### src/rtl/add64_pkg.sv
// rtl/add64_pkg.sv - shared constants, state type and ripple helper for the sequential 64-bit adder
//
// Purpose: common definitions for add64_seq_ctrl and csa_slice16.
// Contents:
//   DATA_W, SLICE_W, NUM_SLICES, IDX_W, LAST_IDX - datapath geometry
//   state_t                                      - controller states IDLE, RUN, DONE
//   ripple_add()                                 - bit-serial ripple adder returning {carry, sum}

package add64_pkg;

  localparam int DATA_W     = 64;
  localparam int SLICE_W    = 16;
  localparam int NUM_SLICES = DATA_W / SLICE_W;
  localparam int IDX_W      = 2;

  localparam logic [IDX_W-1:0] LAST_IDX = IDX_W'(NUM_SLICES - 1);

  typedef enum logic [1:0] {
    IDLE = 2'b00,
    RUN  = 2'b01,
    DONE = 2'b10
  } state_t;

  function automatic logic [SLICE_W:0] ripple_add(
    input logic [SLICE_W-1:0] x,
    input logic [SLICE_W-1:0] y,
    input logic               c
  );
    logic [SLICE_W-1:0] s;
    logic               cy;
    s  = '0;
    cy = c;
    for (int i = 0; i < SLICE_W; i++) begin
      s[i] = x[i] ^ y[i] ^ cy;
      cy   = (x[i] & y[i]) | (cy & (x[i] ^ y[i]));
    end
    return {cy, s};
  endfunction

endpackage

### src/rtl/csa_slice16.sv
// rtl/csa_slice16.sv - combinational 16-bit carry-select adder slice
//
// Purpose: adds one 16-bit slice for both possible carry-ins at once and
// picks the result with the late-arriving carry, so the carry only sees a mux.
// Ports:
//   a, b     in  [SLICE_W-1:0]  slice operands
//   sel_cin  in  1              carry into this slice (selects precomputed result)
//   s        out [SLICE_W-1:0]  selected slice sum
//   co       out 1              selected slice carry-out

module csa_slice16
  import add64_pkg::*;
(
  input  logic [SLICE_W-1:0] a,
  input  logic [SLICE_W-1:0] b,
  input  logic               sel_cin,
  output logic [SLICE_W-1:0] s,
  output logic               co
);

  logic [SLICE_W:0] res_c0;
  logic [SLICE_W:0] res_c1;

  // Two identical ripple adders, one per assumed carry-in.
  assign res_c0 = ripple_add(a, b, 1'b0);
  assign res_c1 = ripple_add(a, b, 1'b1);

  assign {co, s} = sel_cin ? res_c1 : res_c0;

endmodule

### src/rtl/add64_seq_ctrl.sv
// rtl/add64_seq_ctrl.sv - sequential 64-bit adder processing one 16-bit slice per cycle
//
// Purpose: on an accepted start, captures the operands and walks four
// carry-select slices from LSB to MSB, one per clock, then pulses done.
// Ports:
//   clk    in   1   clock, rising edge
//   rst_n  in   1   synchronous active-low reset
//   start  in   1   request an add; only honoured in IDLE
//   a, b   in   64  operands, captured on accepted start
//   cin    in   1   carry-in, captured on accepted start
//   busy   out  1   high while slices are being computed
//   done   out  1   one-cycle pulse when sum/cout are final
//   sum    out  64  result, held until the next accepted start
//   cout   out  1   final carry-out, held until the next accepted start

module add64_seq_ctrl
  import add64_pkg::*;
(
  input  logic              clk,
  input  logic              rst_n,
  input  logic              start,
  input  logic [DATA_W-1:0] a,
  input  logic [DATA_W-1:0] b,
  input  logic              cin,
  output logic              busy,
  output logic              done,
  output logic [DATA_W-1:0] sum,
  output logic              cout
);

  state_t             state;
  logic [IDX_W-1:0]   idx;
  logic [DATA_W-1:0]  op_a;
  logic [DATA_W-1:0]  op_b;
  logic               carry_r;

  logic [SLICE_W-1:0] slice_a;
  logic [SLICE_W-1:0] slice_b;
  logic [SLICE_W-1:0] slice_s;
  logic               slice_co;

  // Slice operands come from the captured copies, so input changes
  // after start cannot disturb an add in flight.
  assign slice_a = op_a[int'(idx) * SLICE_W +: SLICE_W];
  assign slice_b = op_b[int'(idx) * SLICE_W +: SLICE_W];

  csa_slice16 u_slice (
    .a       (slice_a),
    .b       (slice_b),
    .sel_cin (carry_r),
    .s       (slice_s),
    .co      (slice_co)
  );

  // busy/done are registered alongside the state transition so they
  // always reflect the state being entered.
  always_ff @(posedge clk) begin
    if (!rst_n) begin
      state   <= IDLE;
      idx     <= '0;
      carry_r <= 1'b0;
      op_a    <= '0;
      op_b    <= '0;
      sum     <= '0;
      cout    <= 1'b0;
      busy    <= 1'b0;
      done    <= 1'b0;
    end else begin
      case (state)
        IDLE: begin
          done <= 1'b0;
          if (start) begin
            op_a    <= a;
            op_b    <= b;
            carry_r <= cin;
            idx     <= '0;
            sum     <= '0;
            cout    <= 1'b0;
            state   <= RUN;
            busy    <= 1'b1;
          end
        end

        RUN: begin
          sum[int'(idx) * SLICE_W +: SLICE_W] <= slice_s;
          carry_r <= slice_co;
          idx     <= idx + 1'b1;
          if (idx == LAST_IDX) begin
            cout  <= slice_co;
            state <= DONE;
            busy  <= 1'b0;
            done  <= 1'b1;
          end
        end

        DONE: begin
          state <= IDLE;
          busy  <= 1'b0;
          done  <= 1'b0;
        end

        default: begin
          state <= IDLE;
          busy  <= 1'b0;
          done  <= 1'b0;
        end
      endcase
    end
  end

endmodule

### config.mk
export PLATFORM = sky130hd
export DESIGN_NAME = add64_seq_ctrl
export DESIGN_NICKNAME = d
export VERILOG_FILES = /design/src/rtl/add64_pkg.sv /design/src/rtl/csa_slice16.sv /design/src/rtl/add64_seq_ctrl.sv
export SDC_FILE = /design/constraint.sdc
export NUM_CORES = 1
export LEC_CHECK = 0
export CAP_MARGIN = 20
export CORE_UTILIZATION = 45
export DETAILED_ROUTE_END_ITERATION = 12
export PLACE_DENSITY = 0.73
export REMOVE_ABC_BUFFERS = 1
export SYNTH_ARGS = -nofsm -noshare
export SYNTH_HDL_FRONTEND = slang
export SYNTH_SLANG_ARGS = --single-unit
### constraint.sdc
create_clock -name clk -period 8.4 [get_ports clk]
set_input_delay 2.1 -clock clk [delete_from_list [all_inputs] [get_ports clk]]
set_output_delay 2.1 -clock clk [all_outputs]
set_load 0.005 [all_outputs]
# Yosys cells after proc, flatten, opt, wreduce, memory -nomap -nowiden
# Index checks and enable logic that the tools add are counted.
[word_totals] latchBits=0 ram_bits=0 input_bits=132 word_cells=167 mem_bits_ro=0 memories=0 regBits=200 out_inout_bits=67
[op_classes] n_lt_le_gt_ge=0 n_mux=17 eq_ne=4 mul=0 bitwise_logic=124 div_mod_pow=0 shifts=4 n_reduce_logical=7 n_addsub=2
[ops] op="64-bit one-hot mux with 2 select lines" n=1
[ops] op="64-bit by 7-bit indexed part select with 16-bit output" n=2
[ops] op="64-bit bitwise mux" n=1
[ops] op="64-bit two-way mux" n=1
[ops] op="16-bit by 33-bit variable shift with 64-bit output, first input constant" n=1
[ops] op="16-bit by 33-bit indexed part select with 64-bit output" n=1
[ops] op="1-bit bitwise AND" n=46
[ops] op="1-bit XOR" n=46
[ops] op="6-bit negation with 33-bit output" n=1
[ops] op="1-bit bitwise OR" n=31
[ops] op="17-bit two-way mux" n=1
[ops] op="2-bit one-hot mux with 2 select lines" n=2
[ops] op="2-bit AND reduction" n=4
[ops] op="2-bit two-way mux" n=3
[ops] op="1-bit one-hot mux with 2 select lines" n=3
[ops] op="1-bit two-way mux" n=5
[ops] op="2-bit inequality test, second input constant" n=2
[ops] op="3-bit AND reduction" n=1
[ops] op="2-bit by 1-bit adder with 2-bit output, second input constant" n=1
[ops] op="2-bit by 1-bit equality test with 1-bit output, second input constant" n=1
[ops] op="2-bit equality test, second input constant" n=1
[ops] op="2-bit logical NOT" n=1
[ops] op="2-bit nonzero test" n=1
[ops] op="1-bit inverter" n=1

# Logic depth before layout (Yosys ltp)
[logic_depth] word_depth=37 ltp_mapped=27 mapped_depth_nobuf=25

# Cells and area by module
# A second synthesis with hierarchy kept.
[unflattened] cells_unflattened=823 area_unflattened_um2=8164.1
[modules_own_cells] mod="add64_seq_ctrl" cells_per_inst=791 seq_area_each_um2=3983.8 area_each_um2=7776.2 instances=1
[modules_own_cells] mod="csa_slice16" cells_per_inst=32 seq_area_each_um2=0.0 area_each_um2=387.9 instances=1

# Worst setup path after synthesis
# Ideal clock, no wire load.
[synth_timing] kind="register -> register" startpoint="reg idx[0]" endpoint="reg sum[31]" t_arrival_ns=7.258 setup_time_ns=0.117 t_required_ns=8.283 path_stages_with_launch=27 synth_period_minus_slack_ns=7.375 setup_slack_ns=1.025 cell_sequence="dfxtp_1 > buf_4 > buf_2 > mux4_2 > inv_1 > ha_1 > nand2_1 > o21ai_0 > fa_1 > fa_1 > fa_1 > fa_1 > fa_1 > fa_1 > fa_1 > fa_1 > fa_1 > fa_1 > fa_1 > fa_1 > inv_1 > fa_1 > inv_1 > fa_1 > inv_1 > fa_1 > a22o_1"
[synth_via] elab_chain_cells=36 elab_cells_between_ends=127 cone_classes="add/sub: 1; shift: 4; mux: 3; bitwise: 119"
[synth_rtl] item="start: declaration" line_no="add64_seq_ctrl.sv:32" rtl="logic [IDX_W-1:0] idx;"
[synth_rtl] item="start signal: assignment" line_no="add64_seq_ctrl.sv:87" rtl="idx <= idx + 1'b1;"
[synth_rtl] item="64-bit by 7-bit indexed part select with 16-bit output, on equally long branches" line_no="add64_seq_ctrl.sv:44, add64_seq_ctrl.sv:45"
[synth_rtl] item="1-bit bitwise AND or 1-bit XOR (tied branches)"
[synth_rtl] item="1-bit bitwise OR" line_no="add64_pkg.sv:35" rtl="cy = (x[i] & y[i]) | (cy & (x[i] ^ y[i]));"
[synth_rtl] item="1-bit bitwise AND" line_no="add64_pkg.sv:35"
[synth_rtl] item="1-bit bitwise OR" line_no="add64_pkg.sv:35"
[synth_rtl] item="1-bit bitwise AND" line_no="add64_pkg.sv:35"
[synth_rtl] item="1-bit bitwise OR" line_no="add64_pkg.sv:35"
[synth_rtl] item="1-bit bitwise AND" line_no="add64_pkg.sv:35"
[synth_rtl] item="[... 20 more ...]"
[synth_rtl] item="1-bit bitwise OR" line_no="add64_pkg.sv:35"
[synth_rtl] item="1-bit bitwise AND" line_no="add64_pkg.sv:35"
[synth_rtl] item="1-bit bitwise OR" line_no="add64_pkg.sv:35"
[synth_rtl] item="1-bit XOR" line_no="add64_pkg.sv:34" rtl="s[i] = x[i] ^ y[i] ^ cy;"
[synth_rtl] item="17-bit two-way mux" line_no="csa_slice16.sv:28" rtl="assign {co, s} = sel_cin ? res_c1 : res_c0;"
[synth_rtl] item="16-bit by 33-bit indexed part select with 64-bit output" line_no="add64_seq_ctrl.sv:85" rtl="sum[int'(idx) * SLICE_W +: SLICE_W] <= slice_s;"
[synth_rtl] item="64-bit bitwise mux (*)" line_no="add64_seq_ctrl.sv:85"
[synth_rtl] item="64-bit one-hot mux with 2 select lines (*)" line_no="add64_seq_ctrl.sv:69" rtl="case (state)"
[synth_rtl] item="end signal: indexed assignment" line_no="add64_seq_ctrl.sv:85"
[synth_rtl] item="end: declaration" line_no="add64_seq_ctrl.sv:27" rtl="output logic [DATA_W-1:0] sum,"
# Mark *: on every way between the ends. The rest lies on a longest branch, timed or not.
# A chain may end at the register's enable or synchronous reset.

# Worst setup path in the final report
[layout_timing] startpoint="reg idx[1]" endpoint="reg sum[63]"
# Same word-level chain as after synthesis.

==> results.md <==
Worst setup path:
- By startpoint and endpoint, the worst setup path is classified as flop to flop.
- The worst register-to-register path has a depth of 25.
- In this design, the stage delay of the slowest critical-path cell is approximately 0.46 ns.
- In this run the worst setup path begins at idx[1].
- Across all register-to-register paths, the minimum setup slack is about 0.77 ns.
- The cell family contributing the most delay on the critical path is adder cells.
- The worst setup path is captured at a flop.
- The standard cell with the maximum stage delay on the critical path is sky130_fd_sc_hd__fa_1.
- Along the worst path, the maximum fanout reaches 13.
- In this run the number of cells on the critical path is 25.
- The element type at the critical path start is a flop.
- The worst register-to-register path begins at idx[1].
- The number of buffer and inverter stages on the critical path is 5.
- The most critical setup path has its endpoint at sum[63].
- The required time at the worst-slack endpoint is approximately 8.7 ns.
- In this design, the critical path's most frequently occurring cell is sky130_fd_sc_hd__fa_1.
- The endpoint of the lowest-slack register-to-register path is sum[63].
- The worst endpoint data arrival time is 7.96 ns.

Timing:
- The share of the cycle needed by the critical path after routing is around nine tenths.
- The final setup violation count is 0.
- The minimum clock period after layout is 7.63 ns.
- The maximum clock frequency is 0.131 GHz.
- The number of pins with negative max-slew slack in the final report came to 0.
- Clock skew on the completed layout was measured at roughly 0.011 ns.
- The actual slew at the worst max-slew pin is about 1.1 ns.
- The relative slew slack is between 20 and 30%.
- In the final timing run, aggregate negative setup slack is 0 ns.
- Setup repair after global routing left no endpoint under its margin.
- The number of hold-slack violations in the final timing report came to 0.
- Across all hold checks on the routed design, the worst slack comes to ~0.45 ns.

Power and ir drop:
- The maximum vdd drop is 0.000141 V.
- The ratio of total power to cell area is slightly below 200 mW/mm^2.
- The leakage power is ~4 nW.

Synthesis:
- After synthesis, flip-flops and latches occupy 45.6% of the total area.
- The mapped netlist covers between 0.008 and 0.009 mm^2.
- Counting flops with a built-in enable in the synthesized netlist gives 0.
- The gate count after technology mapping is 910.
- Counting flops and latches in the post-synthesis netlist gives approximately 200.
- The mean area per synthesized cell is around 9.6 um^2.
- The count of warnings emitted by yosys is 0.
- Of all flip-flops after synthesis, the portion carrying an async set or reset was 0%.
- The dominant register cell in the synthesized netlist is sky130_fd_sc_hd__dfxtp_1.
- Synthesis instantiated 36 different standard cells from the library.

Clocking:
- At the later pin of the worst-skew pair, clock insertion delay measures around 0.43 ns.
- After clock tree synthesis, the repair step resized 0 gates.
- After clock tree synthesis, the setup repair step added 0 buffers.
- For this design, the sink count on the clock tree is 199.
- The number of H-tree branching levels is 4.
- Counting along the longest clock path gives a buffer depth of 2.
- TritonCTS built the clock tree.
- Clock-pin slew was measured on the worst setup and hold paths at around 0.07 ns.
- Buffers inserted during clock tree synthesis total 17.
- The library cell used as clock root buffer is sky130_fd_sc_hd__clkbuf_16.
- The quantity of hold-fixing buffers added after cts is 0.

Finish:
- Leaving out fill and tap cells, the most frequent cells in the layout are sky130_fd_sc_hd__nand2_1, sky130_fd_sc_hd__dfxtp_1, sky130_fd_sc_hd__clkdlybuf4s50_1.
- The number of nets in the final layout is around 1200.
- In the final layout, the share of cells above drive strength 1 is slightly below 8%.
- The repair_antennas step left the layout with diodes totalling 0.
- The commonest non-fill, non-tap cell in the layout is sky130_fd_sc_hd__nand2_1.
- The filler-free cell count of the finished design is about 1300.
- The synthesis-to-layout area growth is 30.7%.
- The end-of-flow core utilization is between 60% and 70%.

Route:
- The number of optimization iterations in the first detailed-route pass is 7.
- The overall routed net length is ~22000 um.
- The remaining number of nets flagged by the antenna check after routing is 0.
- The number of DRC violations after detailed routing is 0.
- Dividing the detail-routed wire length by the instance count gives 16.7 um.
- The first routing iteration left 368 violations.
- Using the TritonRoute via totals, the vias-per-cell ratio works out to 5.10.
- The final route contains approximately 6800 vias.

Placed design:
- The number of placed instances, taps included, is 1306.
- The placer congestion estimate is approximately 0.81.
- The count of input and output buffers is 198.
- The total half-perimeter wirelength after legalization and detailed placement is approximately 16000 um.

Run status:
- The flow ran to the end, and the final reports show no timing, DRC or antenna violations.

Floorplan:
- 199 I/O pins were placed.
- Row generation in the floorplan step produced 50 rows.
- The initial utilization of the core area, before any placement, comes to 46.2%.
- The horizontal die dimension is around 140 um.
- The chip height is approximately 140 um.
- The floorplan step defined a die boundary enclosing between 0.015 and 0.02 mm^2.
- After floorplanning, the core was sized to cover ~0.019 mm^2.

Global route:
- Global routing used 23.1% of the available tracks across all layers.
- After global routing the overflow that remains totals 0.
- The number of antenna violations at the first check in global routing is 0.
- The number of global-route vias before repair came to roughly 6800.
- Entering global routing, the biggest net connects around 130 pins.
- The global-route wire length before repair is approximately 35000 um.

Hold path:
- The startpoint identified for the worst hold timing path is op_b[43].
- The tightest min-delay check is of the flop to flop type.

Job:
- The max-capacitance violation count is 0.
## synth_stat cells, types with 2 or more instances
| master | instances | area (um^2) |
|---|---|---|
| sky130_fd_sc_hd__nand3b_1 | 26 | 195 |
| sky130_fd_sc_hd__a22o_1 | 6 | 52.6 |
| sky130_fd_sc_hd__dfxtp_1 | 199 | 3980 |
| sky130_fd_sc_hd__o2bb2ai_1 | 26 | 228 |
| sky130_fd_sc_hd__inv_1 | 34 | 128 |
| sky130_fd_sc_hd__o21a_1 | 2 | 15.0 |
| sky130_fd_sc_hd__mux4_2 | 32 | 721 |
| sky130_fd_sc_hd__buf_4 | 4 | 30.0 |
| sky130_fd_sc_hd__o21ai_0 | 34 | 170 |
| sky130_fd_sc_hd__a21boi_1 | 28 | 210 |
| sky130_fd_sc_hd__buf_6 | 9 | 101 |
| sky130_fd_sc_hd__nand3_1 | 10 | 50.1 |
| sky130_fd_sc_hd__a21boi_0 | 136 | 1020 |
| sky130_fd_sc_hd__and2_1 | 2 | 12.5 |
| sky130_fd_sc_hd__mux2i_1 | 4 | 40.0 |
| sky130_fd_sc_hd__ha_1 | 7 | 87.6 |
| sky130_fd_sc_hd__buf_2 | 26 | 130 |
| sky130_fd_sc_hd__clkbuf_1 | 34 | 128 |
| sky130_fd_sc_hd__nand2_1 | 259 | 972 |
| sky130_fd_sc_hd__fa_1 | 15 | 300 |
| sky130_fd_sc_hd__nor3b_2 | 2 | 25.0 |
## how the worst min path moves through the flow
stage | to | cells after the start | slack [ns]
after floorplan | op_b[37] | 2 | 0.43
after global placement | op_b[38] | 2 | 0.44
after detailed placement | op_b[43] | 2 | 0.44
after CTS | op_b[43] | 2 | 0.45
after global routing | op_b[43] | 2 | 0.47
final | op_b[43] | 2 | 0.45
## routing by layer
metal	routed length [um]	track usage [%]	vias to the layer above
met5	0	0	-
met4	355	7.38	0
met3	905	4.66	24
met2	11000	39.1	173
met1	10100	29.6	3229
li1	-	-	3400
## flip-flops by register name, indices dropped and copies added, names as in the netlist
| register | cells |
|---|---|
| state | 2 |
| op_a | 64 |
| sum | 64 |
| done | 1 |
| carry_r | 1 |
| cout | 1 |
| op_b | 64 |
| idx | 2 |
## report_power, final
group	switching [mW]	internal [mW]	leakage [nW]
Combinational	0.150	0.149	2.06
Sequential	0.0232	0.986	1.63
Clock	0.353	0.550	0.327
Total	0.526	1.68	4.01
## cells by family (layout without fill, tap and decap cells)
family | after synthesis | in the layout | share of synthesized area, %
and+or+nand+nor | 309 | 309 | 15.4
AOI/OAI and AO/OA | 235 | 235 | 19.7
DFF | 199 | 199 | 45.6
buffers and inverters | 108 | 276 | 5.97
muxes | 36 | 36 | 8.71
adders and majority gates | 22 | 22 | 4.44
xor gates and xnor gates | 1 | 1 | 0.100
## area by class of cell
cell class                      instances  area [um^2]
Clock inverter                          9          159
Sequential cell                       199         3990
Fill cell                            1664         7480
Inverter                               34          128
Tap cell                              260          325
Clock buffer                           23          508
Timing Repair Buffer                  210         2070
Multi-Input combinational cell        603         4240
## through the flow
step           worst slack, ns  area [um^2]  power (mW)
2_1_floorplan            0.176         8340        1.18
3_3_place_gp             0.891        10700        1.32
3_5_place_dp             0.782        10700        1.33
4_1_cts                  0.737        11400        2.23
5_1_grt                  0.412        11400        2.30
6_report                 0.767        11400        2.21
## worst register-to-register path, delay by kind of cell, from the launching register on
family	cells	cell delay (ns)
compound gates	2	0.32
fa+ha+maj	16	6.02
buf+inv	5	0.53
flops	1	0.35
mux	1	0.26
simple gates	1	0.06
(Power assumes the default switching activity.)
==> variant 1: new RTL, config.mk and constraints unchanged <==
Register the output `sum` once more, with the module's reset; this adds one clock of latency there. The other outputs are not delayed to match. Comments in the files are not updated.
--- a/src/rtl/add64_seq_ctrl.sv
+++ b/src/rtl/add64_seq_ctrl.sv
@@ -29,2 +29,4 @@
 );
+
+  logic [DATA_W-1:0] sum_s0;
 
@@ -63,3 +65,3 @@
       op_b    <= '0;
-      sum     <= '0;
+      sum_s0  <= '0;
       cout    <= 1'b0;
@@ -76,3 +78,3 @@
             idx     <= '0;
-            sum     <= '0;
+            sum_s0  <= '0;
             cout    <= 1'b0;
@@ -84,3 +86,3 @@
         RUN: begin
-          sum[int'(idx) * SLICE_W +: SLICE_W] <= slice_s;
+          sum_s0[int'(idx) * SLICE_W +: SLICE_W] <= slice_s;
           carry_r <= slice_co;
@@ -110,2 +112,10 @@
 
+  always_ff @(posedge clk) begin
+    if (!rst_n) begin
+      sum <= '0;
+    end else begin
+      sum <= sum_s0;
+    end
+  end
+
 endmodule
Formal check against the unedited RTL: not equivalent (Yosys sat finds a counterexample within 4 cycles, from zero or initial values and one cycle with rst_n low).
==> variant 1 against the original RTL <==
Sequential cell count up 64; largest power group unchanged; setup slack improved by 0.24 ns; cell count grew 13%; area after synthesis is 12% higher; fmax is 3.3% higher; cell area increased by 12%; power increased by 30%; via count is 10% higher; critical path type unchanged; hold slack got worse by 0.018 ns; wire length barely moved.
==> variant 1: results (changes against the original RTL) <==
Outcome
  – Status: finished, final reports clean

Synth
  – Post-Synth XOR/XNOR Area: 0.000893 (-0.000110)
  – Most frequent cells after synthesis: nand2_1 (329), dfxtp_1 (263), a21oi_1 (129)
  – Synth Area in Adders: 0.0395 (-0.00488)
  – Largest cells by area after synthesis: dfxtp_1 (54%), nand2_1 (13%), mux4_2 (7.3%), a21oi_1 (6.6%), o22ai_1 (4.1%)
  – Mux contribution to synthesized area: 0.0735 (-0.0136)
  – Synth Area in Compound Gates: 0.116 (-0.0812)
  – Unique masters post-synth: 34 (-5.6%)
  – Synth Flop Type: dfxtp_1
  – Share of flip-flops with an asynchronous set or reset: 0 (unchanged)
  – Synth Warn #: 0 (unchanged)
  – Seq/Total Area, Yosys: 0.537 (+0.0805)

Global route
  – Met3 usage: 0.0271 (-0.0194)
  – Initial antenna violation count: 0 (unchanged)
  – First-pass GRT wire length: 35600 um (+0.33%)
  – M1 GR Usage: 0.267 (-0.0294)
  – Largest net degree at the start of global routing: 84 (-34%)
  – Met2 Use GR: 0.333 (-0.0580)
  – Global Route Usage Sum: 0.198 (-0.0329)
  – Vias in the first global route: 7119 (+4.9%)

CTS
  – H-tree depth: 1 (-3)
  – CTS root buf: clkbuf_16
  – Post_cts resized: 0 (unchanged)
  – Clk buf depth: 3 (+1)
  – Clock-pin slew on the worst setup and hold paths: 0.06 ns
  – CTS Buf Count: 27 (+10)
  – Clk_lat worst skew: 0.53 ns (+0.10 ns)
  – Setup bufs post-CTS: 0 (unchanged)

Setup path
  – Reg2reg path depth: 23 (-8.0%)
  – Top cell family by delay on the critical path: adder cells
  – Critical path arrival: 7.75 ns (-0.21 ns)
  – Reg2Reg Setup Slack: 1.01 ns (+0.24 ns)
  – Launching point of the worst reg2reg path: idx[1]
  – CP Capture Point: sum_s0[31]
  – Setup CP Type: reg2reg
  – Crit path largest cell delay: 0.43 ns (-0.03 ns)
  – Slowest-stage cell, CP: fa_1
  – Worst-path fanout max: 20 (+7)

Hold path
  – Hold WC Path Type: reg2reg

Layout
  – # diodes: 0 (unchanged)
  – Final #Nets: 1373 (+13%)
  – Layout cells sized above 1: 0.0799 (+0.00291)

Placement
  – Port bufs: 198 (unchanged)
  – Final Wtd Congestion: 0.783 (-3.1%)
  – Dpl cell area: 11800 sq um (+9.7%)
  – Dpl hpwl: 15200 um (-4.0%)

Drt
  – Met2 WL: 10800 um (-2.3%)
  – Top Metal Used: met4
  – Wire length on met3: 1120 um (+24%)
  – Vias/cell: 4.98 (-2.5%)
  – M1 WL: 10100 um (-0.68%)
  – Wirelength per Cell: 14.8 um (-12%)
  – Drt pass-1 iters: 5 (-2)
  – Initial DRC count: 360 (-2.2%)

Pwr
  – LEAKAGE: 5.23 nW (+31%)
  – Worst vdd ir: 0.114 mV (-19%)

Timing
  – Layout Skew: 0.0120 ns (+0.000547 ns)
  – Worst-margin pin slew: 0.931 ns (-0.128 ns)
## variant 1: changes by cell type in the layout (fill, tap and decap cells not counted), sizes merged, moves of 6 or more
cell / before / now
a21boi: 164 / 0
a21oi: 0 / 133
a22o: 6 / 0
clkbuf: 23 / 40
dfxtp: 199 / 263
inv: 37 / 102
nand2: 259 / 329
nand2b: 1 / 14
nand3: 10 / 0
nand3b: 26 / 2
o21ai: 34 / 2
o22ai: 0 / 65
o2bb2ai: 26 / 0
## variant 1: report_power, final
group | total (mW) | leakage, nW | switching, mW | internal (mW)
Sequential | 1.31 | 2.14 | 0.0218 | 1.29
Clock | 1.28 | 0.477 | 0.473 | 0.805
Combinational | 0.273 | 2.62 | 0.143 | 0.130
Total | 2.86 | 5.23 | 0.637 | 2.23
## variant 1: final cells by class
class,count,area (sq um)
Sequential cell,263,5270
Tap cell,275,344
Multi-Input combinational cell,619,3750
Clock buffer,40,795
Timing Repair Buffer,207,2040
Inverter,101,382
Clock inverter,9,174
Fill cell,1823,8460
## variant 1: worst min path at each step
stage                from       to  slack (ns)  depth (start not counted)
6_report        sum_s0[6]   sum[6]        0.43                          2
5_1_grt        sum_s0[14]  sum[14]        0.45                          2
4_1_cts        sum_s0[41]  sum[41]        0.43                          2
3_5_place_dp    sum_s0[6]   sum[6]        0.42                          2
3_3_place_gp    sum_s0[8]   sum[8]        0.41                          2
2_1_floorplan  sum_s0[48]  sum[48]        0.40                          2
## variant 1: through the flow
stage	power, mW	instances	util	setup slack [ns]	hold WS (ns)
after floorplan	1.49	983	-	0.224	0.404
after global placement	1.61	1465	0.556	1.03	0.412
after detailed placement	1.61	1465	0.556	0.975	0.418
after CTS	2.89	1514	0.601	0.962	0.432
after global routing	2.97	1514	0.601	0.643	0.451
final	2.86	1514	0.601	1.01	0.431
==> variant 2: new RTL, same flow settings <==
Made on the original files. Change the package constant `DATA_W` from 64 to 128.
--- a/src/rtl/add64_pkg.sv
+++ b/src/rtl/add64_pkg.sv
@@ -10,3 +10,3 @@
 
-  localparam int DATA_W     = 64;
+  localparam int DATA_W     = 128;
   localparam int SLICE_W    = 16;
Interface: changed (resized a, b and sum); port bits go from 199 to 391. No check against the original RTL was run, so the function may have changed too.
==> variant 2 against the original RTL <==
First-iteration DRC count shrank 3.0%; area after synthesis increased by 15%; highest routed layer unchanged; largest cell class is now sequential cells; fmax is 2.1% lower; clock skew increased by 0.0010 ns; sequential share of layout area increased by 4.4 points; combinational power down 7.0%; critical path type unchanged; sequential cell count is 64 higher; synthesized cell count grew 10%; cell area rose by 17%; power increased by 22%; sequential power rose by 30%; setup slack got worse by 0.16 ns; wire length grew 11%.
==> variant 2: results (changes against the original RTL) <==
Pwr
  – Internal power: 2.06 mW (+22%)
  – Combinational power: 0.278 mW (-7.0%)
  – Worst vdd ir: 0.154 mV (+9.3%)
  – P per Cell Area: 201 nW/um^2 (+3.8%)
  – LEAKAGE: 5.00 nW (+25%)
  – Flop+latch power: 1.31 mW (+30%)

Setup path
  – Worst-path fanout max: 6 (-7)
  – Crit path largest cell delay: 0.58 ns (+0.12 ns)
  – Launching point of the worst reg2reg path: idx[0]
  – Reg2reg path depth: 24 (-4.0%)
  – Reg2Reg Setup Slack: 0.61 ns (-0.16 ns)
  – RR Endpoint: sum[47]
  – Critical path arrival: 8.20 ns (+0.24 ns)

Timing
  – Layout Skew: 0.0125 ns (+0.00103 ns)
  – Worst hold margin: 0.449 ns (-0.0000550 ns)

Global route
  – Largest net degree at the start of global routing: 109 (-15%)
  – First-pass GRT wire length: 38800 um (+9.4%)
  – Global Route Usage Sum: 0.214 (-0.0176)
  – Vias in the first global route: 7458 (+9.9%)

Layout
  – Fillers: 1875 (+13%)
  – Final instance area: 13400 sq um (+17%)
  – Layout cells sized above 1: 0.0732 (-0.00384)
  – Final #Nets: 1509 (+24%)

CTS
  – CTS Buf Count: 27 (+10)
  – Clk buf depth: 3 (+1)
  – Clk_lat worst skew: 0.52 ns (+0.09 ns)

Placement
  – Final Wtd Congestion: 0.803 (-0.71%)
  – Dpl hpwl: 16700 um (+5.6%)
  – Setup slack after placement: 0.566 ns (-0.216 ns)
  – Port bufs: 262 (+32%)

Synth
  – Synth Instances: 1004 (+10%)
  – Most frequent cells after synthesis: dfxtp_1 (263), nand2_1 (261), a21oi_1 (130)
  – Largest cells by area after synthesis: dfxtp_1 (52%), nand2_1 (9.8%), mux4_2 (7.2%), a21oi_1 (6.5%), a22o_1 (3.9%)
  – Synth Warn #: 0 (unchanged)

Hold path
  – Min-delay src: op_b[61]
  – Worst Hold Endpoint: op_b[61]

Drt
  – Drt pass-1 iters: 4 (-3)
  – Drt total wl: 24800 um (+11%)
  – Vias/cell: 5.17 (+1.4%)
  – Wirelength per Cell: 16.3 um (-2.7%)
  – Initial DRC count: 357 (-3.0%)

Outcome
  – Status: finished, final reports clean
-- variant 2: cell count changes after synthesis, moves of 17 or more --
cell      unedited run  this run
a21boi_0           136         0
a21oi_1              0       130
dfxtp_1            199       263
and3_1               1        50
a22o_1               6        45
o21ai_0             34         2
a21boi_1            28         0
nand3b_1            26         1
nor2_1               0        17
-- variant 2: per-layer routing --
| layer | wire length [um] | track usage | part of all wire |
|---|---|---|---|
| met2 | 11200 | 0.339 | 0.45 |
| met1 | 10600 | 0.275 | 0.43 |
| met4 | 657 | 0.0670 | 0.026 |
| met3 | 2360 | 0.0681 | 0.095 |
| met5 | 0 | 0 | 0 |
-- variant 2: kinds of logic after synthesis --
group                    count (synthesis)  synth area share
AO/OA/AOI/OAI                          220             0.143
XOR/XNOR                                 1          0.000873
adder cells (fa/ha/maj)                 22            0.0386
buffers and inverters                  114            0.0643
flip-flops                             263             0.525
multiplexers                            36            0.0758
AND/OR/NAND/NOR                        348             0.152
-- variant 2: worst max path at each step --
stage,startpoint,cells past startpoint,slack [ns],end
CTS,idx[0],24,0.55,sum[47]
detailed placement,idx[0],24,0.57,sum[47]
floorplan,idx[0],24,0.13,sum[47]
finish,idx[0],24,0.61,sum[47]
global placement,idx[0],24,0.58,sum[47]
global route,idx[0],24,0.36,sum[47]
-- variant 2: cell type report --
class,count,area share
Clock buffer,40,0.0586
Timing Repair Buffer,271,0.201
Sequential cell,263,0.393
Tap cell,280,0.0261
Multi-Input combinational cell,627,0.309
Clock inverter,6,0.00224
Inverter,37,0.0106
-- variant 2: critical path, delay by kind of cell, from the launching register on --
kind	cells	cell delay [ns]
buffers and inverters	3	0.20
DFF	1	0.37
muxes	1	0.37
adders and majority gates	16	6.18
AOI/OAI and AO/OA	2	0.40
and+or+nand+nor	2	0.15
